## src/rtl/mips_pkg.sv

```systemverilog
// Shared definitions for the MIPS pipeline control slice.
// Contents: opcode constants, pc_sel / forwarding encodings, the hazard FSM
// state type, and the forwarding-select helper used by forward_unit.
package mips_pkg;

   localparam logic [5:0] OP_R   = 6'd0;
   localparam logic [5:0] OP_LW  = 6'd35;
   localparam logic [5:0] OP_SW  = 6'd43;
   localparam logic [5:0] OP_BEQ = 6'd4;
   localparam logic [5:0] OP_J   = 6'd2;

   localparam logic [1:0] PC_SEL_PC4    = 2'b00;
   localparam logic [1:0] PC_SEL_BRANCH = 2'b01;
   localparam logic [1:0] PC_SEL_JUMP   = 2'b10;

   localparam logic [1:0] FWD_RF    = 2'b00;
   localparam logic [1:0] FWD_EXMEM = 2'b10;
   localparam logic [1:0] FWD_MEMWB = 2'b01;

   typedef enum logic {
      ST_RUN      = 1'b0,
      ST_MEM_WAIT = 1'b1
   } hz_state_t;

   // The younger producer (EX/MEM) wins when both later stages match.
   // Register 0 never forwards since it is hard-wired to zero.
   function automatic logic [1:0] fwd_sel(input logic [4:0] src,
                                          input logic       mem_wr,
                                          input logic [4:0] mem_reg,
                                          input logic       wb_wr,
                                          input logic [4:0] wb_reg);
      if (mem_wr && (mem_reg != 5'd0) && (mem_reg == src))
         return FWD_EXMEM;
      else if (wb_wr && (wb_reg != 5'd0) && (wb_reg == src))
         return FWD_MEMWB;
      else
         return FWD_RF;
   endfunction

endpackage

```

## src/rtl/forward_unit.sv

```systemverilog
// ALU operand forwarding select for the EX stage (purely combinational).
// Ports:
//   ex_rs, ex_rt              source registers of the instruction in EX
//   mem_regwrite, mem_wreg    pending write in EX/MEM
//   wb_regwrite, wb_wreg      pending write in MEM/WB
//   fwd_a, fwd_b              operand source selects (FWD_* encoding)
module forward_unit
   import mips_pkg::*;
(
   input  logic [4:0] ex_rs,
   input  logic [4:0] ex_rt,
   input  logic       mem_regwrite,
   input  logic [4:0] mem_wreg,
   input  logic       wb_regwrite,
   input  logic [4:0] wb_wreg,
   output logic [1:0] fwd_a,
   output logic [1:0] fwd_b
);

   always_comb begin
      fwd_a = fwd_sel(ex_rs, mem_regwrite, mem_wreg, wb_regwrite, wb_wreg);
      fwd_b = fwd_sel(ex_rt, mem_regwrite, mem_wreg, wb_regwrite, wb_wreg);
   end

endmodule

```

## src/rtl/pipe_hazard_ctrl.sv

```systemverilog
// Stall / flush / forwarding sequencer for the 5-stage pipeline.
// Ports:
//   clk, rst                  clock, synchronous active-high reset
//   id_*, ex_*, mem_*, wb_*   register indices and control bits per stage
//   dmem_req, dmem_ready      data-memory handshake from the MEM stage
//   pc_en, ifid_en, pipe_en   pipeline register enables
//   ifid_flush, idex_flush, exmem_flush   bubble insertion
//   pc_sel                    next-PC source (PC_SEL_* encoding)
//   fwd_a, fwd_b              ALU operand forwarding selects
//   stall_cnt, flush_cnt      saturating performance counters
//   err_timeout               sticky data-memory timeout flag
//
// state       | meaning
// ST_RUN      | normal issue; hazards resolved combinationally
// ST_MEM_WAIT | data memory busy, whole pipeline frozen
module pipe_hazard_ctrl
   import mips_pkg::*;
#(
   parameter int MEM_TIMEOUT = 16,
   parameter int CNT_W       = 16
)(
   input  logic             clk,
   input  logic             rst,
   input  logic [4:0]       id_rs,
   input  logic [4:0]       id_rt,
   input  logic             id_uses_rt,
   input  logic             id_jump,
   input  logic [4:0]       ex_rs,
   input  logic [4:0]       ex_rt,
   input  logic             ex_memread,
   input  logic             ex_regwrite,
   input  logic [4:0]       ex_wreg,
   input  logic             mem_regwrite,
   input  logic [4:0]       mem_wreg,
   input  logic             mem_branch_taken,
   input  logic             wb_regwrite,
   input  logic [4:0]       wb_wreg,
   input  logic             dmem_req,
   input  logic             dmem_ready,
   output logic             pc_en,
   output logic             ifid_en,
   output logic             ifid_flush,
   output logic             idex_flush,
   output logic             exmem_flush,
   output logic             pipe_en,
   output logic [1:0]       pc_sel,
   output logic [1:0]       fwd_a,
   output logic [1:0]       fwd_b,
   output logic [CNT_W-1:0] stall_cnt,
   output logic [CNT_W-1:0] flush_cnt,
   output logic             err_timeout
);

   localparam int            WW      = $clog2(MEM_TIMEOUT + 1);
   localparam logic [WW-1:0] WC_LAST = WW'(MEM_TIMEOUT - 1);

   hz_state_t     state, state_nx;
   logic [WW-1:0] wait_cnt;
   logic          timeout_hit;
   logic          mem_stall;
   logic          load_use;
   logic          flush_evt;
   logic          timeout_fire;
   logic [1:0]    fwd_a_raw, fwd_b_raw;

   forward_unit u_fwd (
      .ex_rs        (ex_rs),
      .ex_rt        (ex_rt),
      .mem_regwrite (mem_regwrite),
      .mem_wreg     (mem_wreg),
      .wb_regwrite  (wb_regwrite),
      .wb_wreg      (wb_wreg),
      .fwd_a        (fwd_a_raw),
      .fwd_b        (fwd_b_raw)
   );

   // ex_regwrite is implied by ex_memread for loads; the hazard keys off memread.
   assign load_use = ex_memread && (ex_wreg != 5'd0) &&
                     ((ex_wreg == id_rs) || (id_uses_rt && (ex_wreg == id_rt)));

   // On the last allowed wait cycle the access is abandoned and the pipe released.
   assign timeout_hit  = (state == ST_MEM_WAIT) && (wait_cnt == WC_LAST);
   assign timeout_fire = timeout_hit && dmem_req && !dmem_ready;
   assign mem_stall    = dmem_req && !dmem_ready && !timeout_hit;

   always_comb begin
      state_nx    = state;
      pc_en       = 1'b1;
      ifid_en     = 1'b1;
      pipe_en     = 1'b1;
      ifid_flush  = 1'b0;
      idex_flush  = 1'b0;
      exmem_flush = 1'b0;
      pc_sel      = PC_SEL_PC4;
      flush_evt   = 1'b0;
      fwd_a       = fwd_a_raw;
      fwd_b       = fwd_b_raw;

      if (rst) begin
         state_nx    = ST_RUN;
         pc_en       = 1'b0;
         ifid_en     = 1'b0;
         pipe_en     = 1'b0;
         ifid_flush  = 1'b1;
         idex_flush  = 1'b1;
         exmem_flush = 1'b1;
         fwd_a       = FWD_RF;
         fwd_b       = FWD_RF;
      end else if (mem_stall) begin
         state_nx = ST_MEM_WAIT;
         pc_en    = 1'b0;
         ifid_en  = 1'b0;
         pipe_en  = 1'b0;
      end else begin
         state_nx = ST_RUN;
         if (mem_branch_taken) begin
            pc_sel      = PC_SEL_BRANCH;
            ifid_flush  = 1'b1;
            idex_flush  = 1'b1;
            exmem_flush = 1'b1;
            flush_evt   = 1'b1;
         end else if (load_use) begin
            // A jump in ID stays put and is taken once the bubble has passed.
            pc_en      = 1'b0;
            ifid_en    = 1'b0;
            idex_flush = 1'b1;
         end else if (id_jump) begin
            pc_sel     = PC_SEL_JUMP;
            ifid_flush = 1'b1;
            flush_evt  = 1'b1;
         end
      end
   end

   always_ff @(posedge clk) begin
      if (rst) begin
         state       <= ST_RUN;
         wait_cnt    <= '0;
         stall_cnt   <= '0;
         flush_cnt   <= '0;
         err_timeout <= 1'b0;
      end else begin
         state <= state_nx;
         if ((state == ST_MEM_WAIT) && (state_nx == ST_MEM_WAIT))
            wait_cnt <= wait_cnt + 1'b1;
         else
            wait_cnt <= '0;
         if (!pc_en && (stall_cnt != '1))
            stall_cnt <= stall_cnt + 1'b1;
         if (flush_evt && (flush_cnt != '1))
            flush_cnt <= flush_cnt + 1'b1;
         if (timeout_fire)
            err_timeout <= 1'b1;
      end
   end

endmodule

```

## config.mk

```make
export PLATFORM = sky130hd
export DESIGN_NAME = pipe_hazard_ctrl
export DESIGN_NICKNAME = d
export VERILOG_FILES = /design/src/rtl/mips_pkg.sv /design/src/rtl/forward_unit.sv /design/src/rtl/pipe_hazard_ctrl.sv
export SDC_FILE = /design/constraint.sdc
export NUM_CORES = 1
export LEC_CHECK = 0
export ABC_AREA = 0
export CAP_MARGIN = 20
export CELL_PAD_IN_SITES_DETAIL_PLACEMENT = 0
export CELL_PAD_IN_SITES_GLOBAL_PLACEMENT = 1
export CORE_MARGIN = 8
export CORE_UTILIZATION = 28
export CTS_CLUSTER_DIAMETER = 30
export DETAILED_ROUTE_END_ITERATION = 8
export GPL_TIMING_DRIVEN = 0
export PLACE_DENSITY_LB_ADDON = 0.1
export SYNTH_ARGS = -nofsm -noshare
export SYNTH_HDL_FRONTEND = slang
export SYNTH_SLANG_ARGS = --single-unit
export TNS_END_PERCENT = 50
```

## constraint.sdc

```tcl
create_clock -name clk -period 2 [get_ports clk]
set_input_delay 0.4 -clock clk [delete_from_list [all_inputs] [get_ports clk]]
set_output_delay 0.4 -clock clk [all_outputs]
set_load 0.05 [all_outputs]
```

# After elaboration in Yosys (flattened, before gate mapping)
# Cells that the tools add are included.
[totals] in_bits=46 wordCells=75 out_inout_bits=45 reg_bits=39
[classes] n_reduce_logical=25 addsub=3 n_mux=32 bitwise=1 n_eq_ne=9
[ops] cell="16-bit by 1-bit adder with 16-bit output, second input constant" n=2
[ops] cell="16-bit != test, second input constant" n=2
[ops] cell="5-bit == test" n=6
[ops] cell="1-bit 2-to-1 mux" n=23
[ops] cell="2-bit 2-to-1 mux" n=9
[ops] cell="1-bit logical AND" n=17
[ops] cell="5-bit nonzero test" n=3
[ops] cell="5-bit by 1-bit adder with 5-bit output, second input constant" n=1
[ops] cell="5-bit by 4-bit == test with 1-bit output, second input constant" n=1
[ops] cell="1-bit zero test" n=3
[ops] cell="2-bit OR reduction" n=1
[ops] cell="1-bit logical OR" n=1
[ops] cell="1-bit NOT" n=1

# Longest topological paths before layout
# Gate-level depths: netlist of run 1.
[depth] word_depth=10 ltp_mapped=13

# Cells and area by module
# A second synthesis of run 1 with hierarchy kept.
[hier_totals] hier_cells=287 hier_area_um2=2371.0
[modules_own_cells] mod="pipe_hazard_ctrl" instances=1 seq_area_each_um2=780.7 area_per_inst_um2=2113.3 cells_per_inst=253
[modules_own_cells] mod="forward_unit" instances=1 seq_area_each_um2=0.0 area_per_inst_um2=257.7 cells_per_inst=34

# Least setup slack after synthesis of run 1
# OpenSTA, ideal clock, no wires.
[synth_path] path_kind="input -> output" start="input port mem_wreg[1]" end="output port fwd_a[0]" path_stages=4 t_arrival_ps=2870 path_buffers=0 t_required_ps=1600 path_slack_ps=-1270 path_cell_list="or4_1 > o21ai_0 > nor3_1 > nor4_1"
[synth_via] elab_chain_len=5 elab_cells_between_ends=6 classes_between="eq/ne: 1; mux: 2; reduce/logical: 3"
[synth_lines] item="start: declaration" line="pipe_hazard_ctrl.sv:34" rtl="input logic [4:0] mem_wreg,"
[synth_lines] item="5-bit nonzero test" line="mips_pkg.sv:32" rtl="if (mem_wr && (mem_reg != 5'd0) && (mem_reg == src))"
[synth_lines] item="1-bit logical AND" line="mips_pkg.sv:32"
[synth_lines] item="1-bit logical AND *" line="mips_pkg.sv:32"
[synth_lines] item="2-bit 2-to-1 mux *" line="mips_pkg.sv:32"
[synth_lines] item="2-bit 2-to-1 mux *" line="pipe_hazard_ctrl.sv:99" rtl="if (rst) begin"
[synth_lines] item="end: declaration" line="pipe_hazard_ctrl.sv:47" rtl="output logic [1:0] fwd_a,"
# Mark *: on every way between the ends. The rest lies on a longest branch, timed or not.

# Final worst setup path of run 1
[layout_path] start="input port ex_wreg[4]" end="output port pc_en"
[layout_via] elab_chain_len=8 elab_cells_between_ends=11 classes_between="eq/ne: 2; mux: 4; reduce/logical: 5"
[layout_lines] item="start: declaration" line="pipe_hazard_ctrl.sv:32" rtl="input logic [4:0] ex_wreg,"
[layout_lines] item="5-bit == test" line="pipe_hazard_ctrl.sv:79" rtl="((ex_wreg == id_rs) || (id_uses_rt && (ex_wreg == id_rt)));"
[layout_lines] item="1-bit logical AND" line="pipe_hazard_ctrl.sv:79"
[layout_lines] item="1-bit logical OR" line="pipe_hazard_ctrl.sv:79"
[layout_lines] item="1-bit logical AND *" line="pipe_hazard_ctrl.sv:78" rtl="assign load_use = ex_memread && (ex_wreg != 5'd0) &&"
[layout_lines] item="1-bit 2-to-1 mux *" line="pipe_hazard_ctrl.sv:122" rtl="end else if (load_use) begin"
[layout_lines] item="1-bit 2-to-1 mux *" line="pipe_hazard_ctrl.sv:116" rtl="if (mem_branch_taken) begin"
[layout_lines] item="1-bit 2-to-1 mux *" line="pipe_hazard_ctrl.sv:109" rtl="end else if (mem_stall) begin"
[layout_lines] item="1-bit 2-to-1 mux *" line="pipe_hazard_ctrl.sv:99"
[layout_lines] item="end: declaration" line="pipe_hazard_ctrl.sv:40" rtl="output logic pc_en,"
# Marks and branches as above.

==> impl_metrics.toml, run 1 <==
[global_route]
grt_usage = 0.144
grt_pass1_wl_um = 13600
grt_pass1_vias = 2661
grt_antenna_before_repair = 0
grt_max_degree = 13
overflow = 0

[logic_synthesis]
async_flop_share = 0
ys_seq_area_frac = 0.332
synth_commonest_cells = "39 x dfxtp_1, 28 x a21oi_1, 21 x nand2_1, 21 x xnor2_1"
synth_area_leader_cell = "dfxtp_1"
ys_types = 42
yosysTopAreaCellShare = 0.332
synth_edf_count = 0
synthFlopType = "dfxtp_1"
synth_area_um2 = 2350
ys_warn_count = 0
syn_nets = 338
synth_area_per_cell_um2 = 8.17
synth_most_common_cell = "dfxtp_1"
synthCells = 288
synth.area.top_cells = "dfxtp_1 33%, xnor2_1 7.8%, a21oi_1 6.0%"
ys_ff_latch = 39

[cts]
cts_buffer_depth = 2
cts_buffers = 5
cts_root_buf = "clkbuf_8"
clock-sinks = 39
path_clk_slew_ns = 0.08
cts_tree = "done"
htreeDepth = 2
clk_latency_ns = 0.30

[timing]
finalSetupViolCount = 35
clock-skew-final_ns = 0.00747
min_period_ns = 2.35
max_freq_mhz = 426
final_max_slew_viol_count = 0
rsz0062_at_grt = "true"
relSlewSlack = 0.477
final_hold_viol_count = 0
whs_ns = 0.310
setup_slack_ns = -0.347
worst_slew_pin_slew_ns = 0.785
min_period_over_period = 1.17

[power_and_ir_drop]
p_total_uw = 1900
p_leak_uw = 0.00163
vdd_drop_max_v = 0.000269
switchingPower_uw = 613
p_seq_frac = 0.422
pwr-share-comb = 0.287
intPower_uw = 1280
clockPowerShare = 0.291
swShare = 0.323
p_per_area_nw_per_um2 = 435

[min_path]
worstHoldStart = "rst"
hold_path.class = "input port to register"

[floorplanning]
core_um2 = 8180
ios = 91
die_y_um = 108
dieArea_um2 = 11600
start_util = 0.288
row_count = 33
die_w_um = 108

[final_layout]
area_growth_pct = 85.4
nFillCells = 781
antenna_cells = 0
layout.nets = 466
drive_above_1_share = 0.420

[detailed_routing]
vias = 2707
post_drt_via_cell_ratio = 5.19
finalWirelength_um = 8600
ant_nets = 0
drt_iter0_drc = 90
detail_route.wl_per_cell_um = 16.5
first_pass_iters = 4
drc_errors = 0

[critical_path]
path_cells = "buf_8, or4_4, o21ai_4, nor2_2, a21o_4, buf_6, clkinvlp_4, buf_8, buf_8"
critPathLaunch = "ex_wreg[4]"
cp_common_cell = "buf_8"
worstPathArrival_ns = 1.95
critical_path_class = "input port to primary output"
critPathSlowestCell = "or4_4"
cp_max_fo = 4
startpoint_type = "input port"
r2r_start = "wait_cnt[0]$_SDFF_PP0_"
end_kind = "primary output"
cp.required_ns = 1.60
max_stage_delay_ns = 0.54

[placement]
gp_congestion = 0.738
place_hpwl_um = 6290
portBuffers = 88

[run_status]
status = "finished, violations left"
violations = "setup timing"

[flow_run]
maxCapViolations = 0
==> power by group through the flow <==
stage / Sequential, uW / Combinational, uW / Clock (uW)
6_report: 800 / 543 / 552
5_1_grt: 803 / 580 / 605
4_1_cts: 801 / 488 / 568
3_5_place_dp: 816 / 430 / 0
3_3_place_gp: 816 / 431 / 0
2_1_floorplan: 844 / 212 / 0
==> metal layers <==
metal  track usage  share of wire
met3        0.0347          0.047
met5             0              0
met4        0.0307         0.0067
met2         0.260           0.53
met1         0.167           0.41
==> layout make-up <==
cell class / instances / area, um2 / area share
Buffer: 12 / 120 / 0.0275
Clock buffer: 6 / 72.6 / 0.0166
Clock inverter: 2 / 12.5 / 0.00287
Inverter: 10 / 57.6 / 0.0132
Multi-Input combinational cell: 227 / 1980 / 0.455
Sequential cell: 39 / 812 / 0.186
Tap cell: 105 / 131 / 0.0301
Timing Repair Buffer: 121 / 1170 / 0.269
==> sequential cells by signal, indices dropped and copies added, names as in the netlist <==
name / count
flush_cnt: 16
err_timeout: 1
stall_cnt: 16
wait_cnt: 5
state: 1
==> layout by cell type (no fill, tap or decap), types with 7 or more instances in the layout <==
cell / n
or4_1: 9
inv_1: 7
dfxtp_2: 16
buf_4: 26
clkdlybuf4s50_1: 35
clkbuf_2: 7
buf_6: 22
a21oi_2: 10
nand2_1: 15
a21oi_1: 16
or4_4: 9
nand3_1: 16
dfxtp_1: 20
buf_8: 9
dlygate4sd2_1: 16
nand4_1: 8
xor2_1: 12
nor2_1: 13
xnor2_1: 21
==> per-stage QoR <==
stage / utilization / std cells / worst slack (ns) / setup TNS (ns) / area (um2)
2_1_floorplan: - / 288 / -0.342 / -6.25 / 2580
3_3_place_gp: 0.440 / 481 / -1.60 / -36.36 / 3590
3_5_place_dp: 0.440 / 481 / -1.60 / -36.24 / 3590
4_1_cts: 0.493 / 509 / -0.358 / -3.62 / 4030
5_1_grt: 0.534 / 522 / -0.412 / -7.92 / 4360
6_report: 0.534 / 522 / -0.347 / -5.04 / 4360
==> timing repair <==
item,CTS,global route
cloned,1,1
setup buffers,19,13
gates resized for setup,205,94
pin swaps,48,13
endpoints found under the setup margin,46,50
hold buffers,0,0
==> worst max-delay path, delay by kind of cell <==
| family | cells | cell delay, ns |
|---|---|---|
| simple gates | 2 | 0.61 |
| compound gates | 2 | 0.39 |
| buf+inv | 5 | 0.54 |
==> cell families (layout without fill, tap and decap cells) <==
| group | Yosys count | after routing | synth area share |
|---|---|---|---|
| compound gates | 69 | 69 | 0.187 |
| xor+xnor | 33 | 33 | 0.123 |
| mux | 2 | 2 | 0.00904 |
| buf+inv | 22 | 151 | 0.0415 |
| flops | 39 | 39 | 0.332 |
| fa+ha+maj | 4 | 4 | 0.0213 |
| simple gates | 119 | 119 | 0.286 |
==> final timing paths <==
check | end | slack [ns] | depth (start not counted)
max | pc_en | -0.35 | 9
min | state$_SDFF_PP0_ | 0.31 | 2
max reg2reg | stall_cnt[11]$_SDFFE_PP0P_ | -0.28 | 13
min reg2reg | err_timeout$_SDFFE_PP0P_ | 0.48 | 2
(Power assumes the default switching activity.)
==> run 2, diff against run 1 <==
- CORE_MARGIN: 8 -> unset
==> run 2 against run 1 <==
The flow still finishes with violations (setup timing). Clock power barely moved. Critical path depth did not move. Register-to-register slack improved by 0.02 ns. Sequential cell count did not move. Critical path type unchanged.
==> impl_metrics.toml, run 2 (synthesis results as in run 1) <==
[timing]
finalSetupViolCount = 40
final_hold_viol_count = 0
fin_tns_setup_ns = -5.10
final_max_slew_viol_count = 0
clock-skew-final_ns = 0.00954
min_period_over_period = 1.17
whs_ns = 0.456
max_freq_mhz = 427
rsz0062_at_grt = "true"
worst_slew_pin_slew_ns = 0.843
relSlewSlack = 0.438
min_period_ns = 2.34
setup_slack_ns = -0.342

[power_and_ir_drop]
swShare = 0.321
clockPowerShare = 0.292
switchingPower_uw = 605
p_per_area_nw_per_um2 = 438
pwr-share-comb = 0.283
p_seq_frac = 0.425
intPower_uw = 1280
p_leak_uw = 0.00162
vdd_drop_max_v = 0.000296
p_total_uw = 1880

[cts]
cts_root_buf = "clkbuf_8"
htreeDepth = 2
cts_buffer_depth = 2
clock-sinks = 39
clk_latency_ns = 0.30
cts_buffers = 5
path_clk_slew_ns = 0.08
cts_tree = "done"

[critical_path]
startpoint_type = "input port"
end_kind = "primary output"
r2r-end = "stall_cnt[11]$_SDFFE_PP0P_"
r2r_setup_slack_ns = -0.26
critical_path_class = "input port to primary output"
worst-r2r-cell-count = 13
path_cells = "buf_8, or4_4, o21ai_4, nor2_2, a21o_4, buf_6, clkinvlp_4, buf_8, buf_8"
cp_max_fo = 3
max_stage_delay_ns = 0.54
critPathSlowestCell = "or4_4"
critical-path-top-delay-family = "simple AND/OR/NAND/NOR gates"
cp.depth = 9
cp_common_cell = "buf_8"
r2r_start = "wait_cnt[1]$_SDFF_PP0_"
worstPathArrival_ns = 1.94
cp_num_buf_inv = 5
cp.required_ns = 1.60

[floorplanning]
row_count = 33
core_um2 = 8180
die_y_um = 93.7
start_util = 0.288
die_w_um = 93.7
dieArea_um2 = 8770
ios = 91

[placement]
gp_congestion = 0.761
place_hpwl_um = 5810
portBuffers = 88
numPlacedInstances = 481

[final_layout]
fin_cells = 520
final_common_cell = "clkdlybuf4s50_1"
area_growth_pct = 82.7
final_cell_mix = "33 x clkdlybuf4s50_1, 28 x buf_4, 22 x dfxtp_1"
top_regs = "flush_cnt (16), stall_cnt (16), wait_cnt (5)"
layout.nets = 464
drive_above_1_share = 0.412
antenna_cells = 0

[run_status]
status = "finished, violations left"
violations = "setup timing"

[detailed_routing]
drc_errors = 0
detail_route.wl_per_cell_um = 15.7
first_pass_iters = 4
post_drt_via_cell_ratio = 5.15
ant_nets = 0
vias = 2676
finalWirelength_um = 8150
drt_iter0_drc = 66

[min_path]
hold_path.class = "input port to register"
holdPathEnd = "state$_SDFF_PP0_"
min_path_cells = 3
worstHoldStart = "rst"

[global_route]
grt_max_degree = 14
grt_usage = 0.189
overflow = 0
grt_pass1_vias = 2571
grt_pass1_wl_um = 12900
grt_antenna_before_repair = 0

[flow_run]
maxCapViolations = 0
## run 2: through the flow
step | utilization | setup WS, ns | area [um2]
after floorplan | - | -0.342 | 2580
after global placement | 0.440 | -1.60 | 3590
after detailed placement | 0.440 | -1.59 | 3590
after CTS | 0.496 | -0.341 | 4050
after global routing | 0.526 | -0.405 | 4300
final | 0.526 | -0.342 | 4300
## run 2: repair_timing
action | in CTS | in global routing
endpoints found under the setup margin | 46 | 49
gates cloned | 1 | 1
pin swaps | 45 | 22
setup buffers | 19 | 11
hold buffers | 0 | 0
resized for setup | 217 | 74
## run 2: per-layer routing
layer / track usage / up-vias / part of all wire
met4: 0.0513 / 0 / 0.0070
met5: 0 / - / 0
li1: - / 1336 / -
met2: 0.338 / 47 / 0.52
met1: 0.235 / 1288 / 0.44
met3: 0.0267 / 5 / 0.032
## run 2: final cells by class
type	instances	area (um2)
multi-input cells	227	1940
plain buffers	11	123
repair buffers	120	1150
well taps	105	131
clock buffers	6	72.6
inverters	10	57.6
flip-flops and latches	39	810
fillers	795	3880
clock inverters	2	13.8
## run 2: tightest hold or removal path, cell delays in order
cell    delay (ns)
buf_8         0.12
nor2_4        0.06
buf_4         0.13
## run 2: how the worst max path moves through the flow
| stage | start | slack (ns) | end |
|---|---|---|---|
| final | ex_wreg[4] | -0.34 | pc_en |
| after global routing | wait_cnt[0]$_SDFF_PP0_ | -0.41 | pc_en |
| after CTS | ex_wreg[4] | -0.34 | pc_en |
| after detailed placement | ex_wreg[1] | -1.59 | pc_en |
| after global placement | ex_wreg[2] | -1.60 | pc_en |
| after floorplan | ex_wreg[1] | -0.34 | pc_en |
## run 2: power by group through the flow
stage                     sequential [uW]  clock, uW  combinational (uW)
after CTS                             800        572                 493
after detailed placement              817          0                 428
final                                 800        550                 533
after floorplan                       844          0                 212
after global placement                817          0                 428
after global routing                  802        610                 565
==> run 3, diff against run 2 <==
- SETUP_SLACK_MARGIN: unset -> 0.05
==> run 3 against run 2 <==
The run still ends with setup timing left. Global-route usage fell by 0.069 points. Register-to-register slack about the same. Design area is 0.29% lower. Largest power group unchanged. Sequential share of layout area grew 0.17 points. Sequential cell count did not move. First-iteration DRC count is 7.6% higher. Worst setup slack lost 0.0017 ns. Utilization decreased by 0.15 points. Die area unchanged.
==> impl_metrics.toml, run 3 (synthesis results as in run 1) <==
[critical_path]
critPathCapture = "pc_en"
max_stage_delay_ns = 0.54
worst-r2r-cell-count = 13
cp.required_ns = 1.60
critPathLaunch = "ex_wreg[4]"
startpoint_type = "input port"
worstPathArrival_ns = 1.94
end_kind = "primary output"
cp_max_fo = 3
r2r-end = "stall_cnt[11]$_SDFFE_PP0P_"
r2r_start = "wait_cnt[1]$_SDFF_PP0_"
r2r_setup_slack_ns = -0.25
critPathSlowestCell = "or4_4"
path_cells = "buf_8, or4_4, o21ai_4, nor2_2, a21o_4, buf_6, clkinvlp_4, buf_8, buf_8"
critical_path_class = "input port to primary output"
cp_common_cell = "buf_8"

[flow_run]
maxCapViolations = 0

[cts]
cts_root_buf = "clkbuf_8"
cts_tree = "done"
htreeDepth = 2
cts_buffers = 5
clock-sinks = 39
path_clk_slew_ns = 0.08
cts_buffer_depth = 2
clk_latency_ns = 0.30

[final_layout]
antenna_cells = 0
layout.nets = 462
fin_cells = 518
top_regs = "flush_cnt (16), stall_cnt (16), wait_cnt (5)"
final_common_cell = "buf_4"
area_growth_pct = 82.1
drive_above_1_share = 0.424
fin_util = 0.524
final_cell_mix = "25 x buf_4, 23 x clkdlybuf4s50_1, 23 x dlygate4sd2_1"
nFillCells = 788

[timing]
final_max_slew_viol_count = 0
rsz0062_at_grt = "true"
final_hold_viol_count = 0
relSlewSlack = 0.436
setup_slack_ns = -0.344
min_period_over_period = 1.17
worst_slew_pin_slew_ns = 0.846
fin_tns_setup_ns = -4.53
max_freq_mhz = 427
clock-skew-final_ns = 0.00485
min_period_ns = 2.34
finalSetupViolCount = 35

[global_route]
grt_pass1_vias = 2561
grt_max_degree = 14
grt_pass1_wl_um = 12800
grt_usage = 0.188
grt_antenna_before_repair = 0
overflow = 0

[floorplanning]
dieArea_um2 = 8770
row_count = 33
start_util = 0.288
core_um2 = 8180
die_y_um = 93.7
die_w_um = 93.7
ios = 91

[detailed_routing]
first_pass_iters = 4
drc_errors = 0
ant_nets = 0
post_drt_via_cell_ratio = 5.15
finalWirelength_um = 8170
vias = 2669
drt_iter0_drc = 71
detail_route.wl_per_cell_um = 15.8

[power_and_ir_drop]
p_leak_uw = 0.00171
p_total_uw = 1880
vdd_drop_max_v = 0.000296
p_per_area_nw_per_um2 = 438

[placement]
numPlacedInstances = 481
gp_congestion = 0.761
portBuffers = 88
place_hpwl_um = 5810

[min_path]
hold_path.class = "input port to register"

[run_status]
status = "finished, violations left"
violations = "setup timing"
run 3: worst min path at each step:
stage | start | slack (ns) | cells after the start | endpoint
6_report | rst | 0.44 | 4 | flush_cnt[3]$_SDFFE_PP0P_
5_1_grt | rst | 0.44 | 3 | state$_SDFF_PP0_
4_1_cts | rst | 0.33 | 2 | state$_SDFF_PP0_
3_5_place_dp | wait_cnt[0]$_SDFF_PP0_ | 0.44 | 1 | wait_cnt[0]$_SDFF_PP0_
3_3_place_gp | wait_cnt[0]$_SDFF_PP0_ | 0.43 | 1 | wait_cnt[0]$_SDFF_PP0_
2_1_floorplan | wait_cnt[0]$_SDFF_PP0_ | 0.42 | 1 | wait_cnt[0]$_SDFF_PP0_
run 3: timing repair:
| action | CTS | global route |
|---|---|---|
| setup endpoints to repair | 50 | 54 |
| pin swaps | 47 | 23 |
| buffers inserted | 19 | 11 |
| hold buffers | 0 | 0 |
| gates resized for setup | 230 | 75 |
| gates cloned | 1 | 1 |
run 3: power breakdown:
group / total [uW] / switching [uW] / leakage [uW] / internal [uW]
combinational: 523 / 284 / 0.00134 / 239
clock: 555 / 308 / 0.0000452 / 247
sequential: 799 / 14.0 / 0.000326 / 785
run 3: worst max-delay path: cells and delay by family:
kind	cells	cell delay (ns)
AND/OR/NAND/NOR	2	0.61
buffers and inverters	5	0.54
AO/OA/AOI/OAI	2	0.39
run 3: final cells by class:
class	instances	area, um2	share of cell area
Clock inverter	2	13.8	0.00321
Inverter	10	50.0	0.0117
Timing Repair Buffer	118	1130	0.263
Multi-Input combinational cell	227	1950	0.455
Buffer	11	123	0.0286
Clock buffer	6	72.6	0.0169
Sequential cell	39	815	0.190
Tap cell	105	131	0.0307
run 3: metal layers:
layer  vias up  global-route usage  part of all wire
met5         -                   0                 0
met4         0              0.0513            0.0069
met3         5              0.0267             0.038
met2        50               0.336              0.52
met1      1282               0.234              0.44
li1       1332                   -                 -
run 3: through the flow:
stage          area [um2]  hold WS [ns]  setup slack, ns
5_1_grt              4280         0.439           -0.405
3_5_place_dp         3590         0.437            -1.59
2_1_floorplan        2580         0.420           -0.342
6_report             4280         0.441           -0.344
3_3_place_gp         3590         0.429            -1.60
4_1_cts              4060         0.327           -0.341
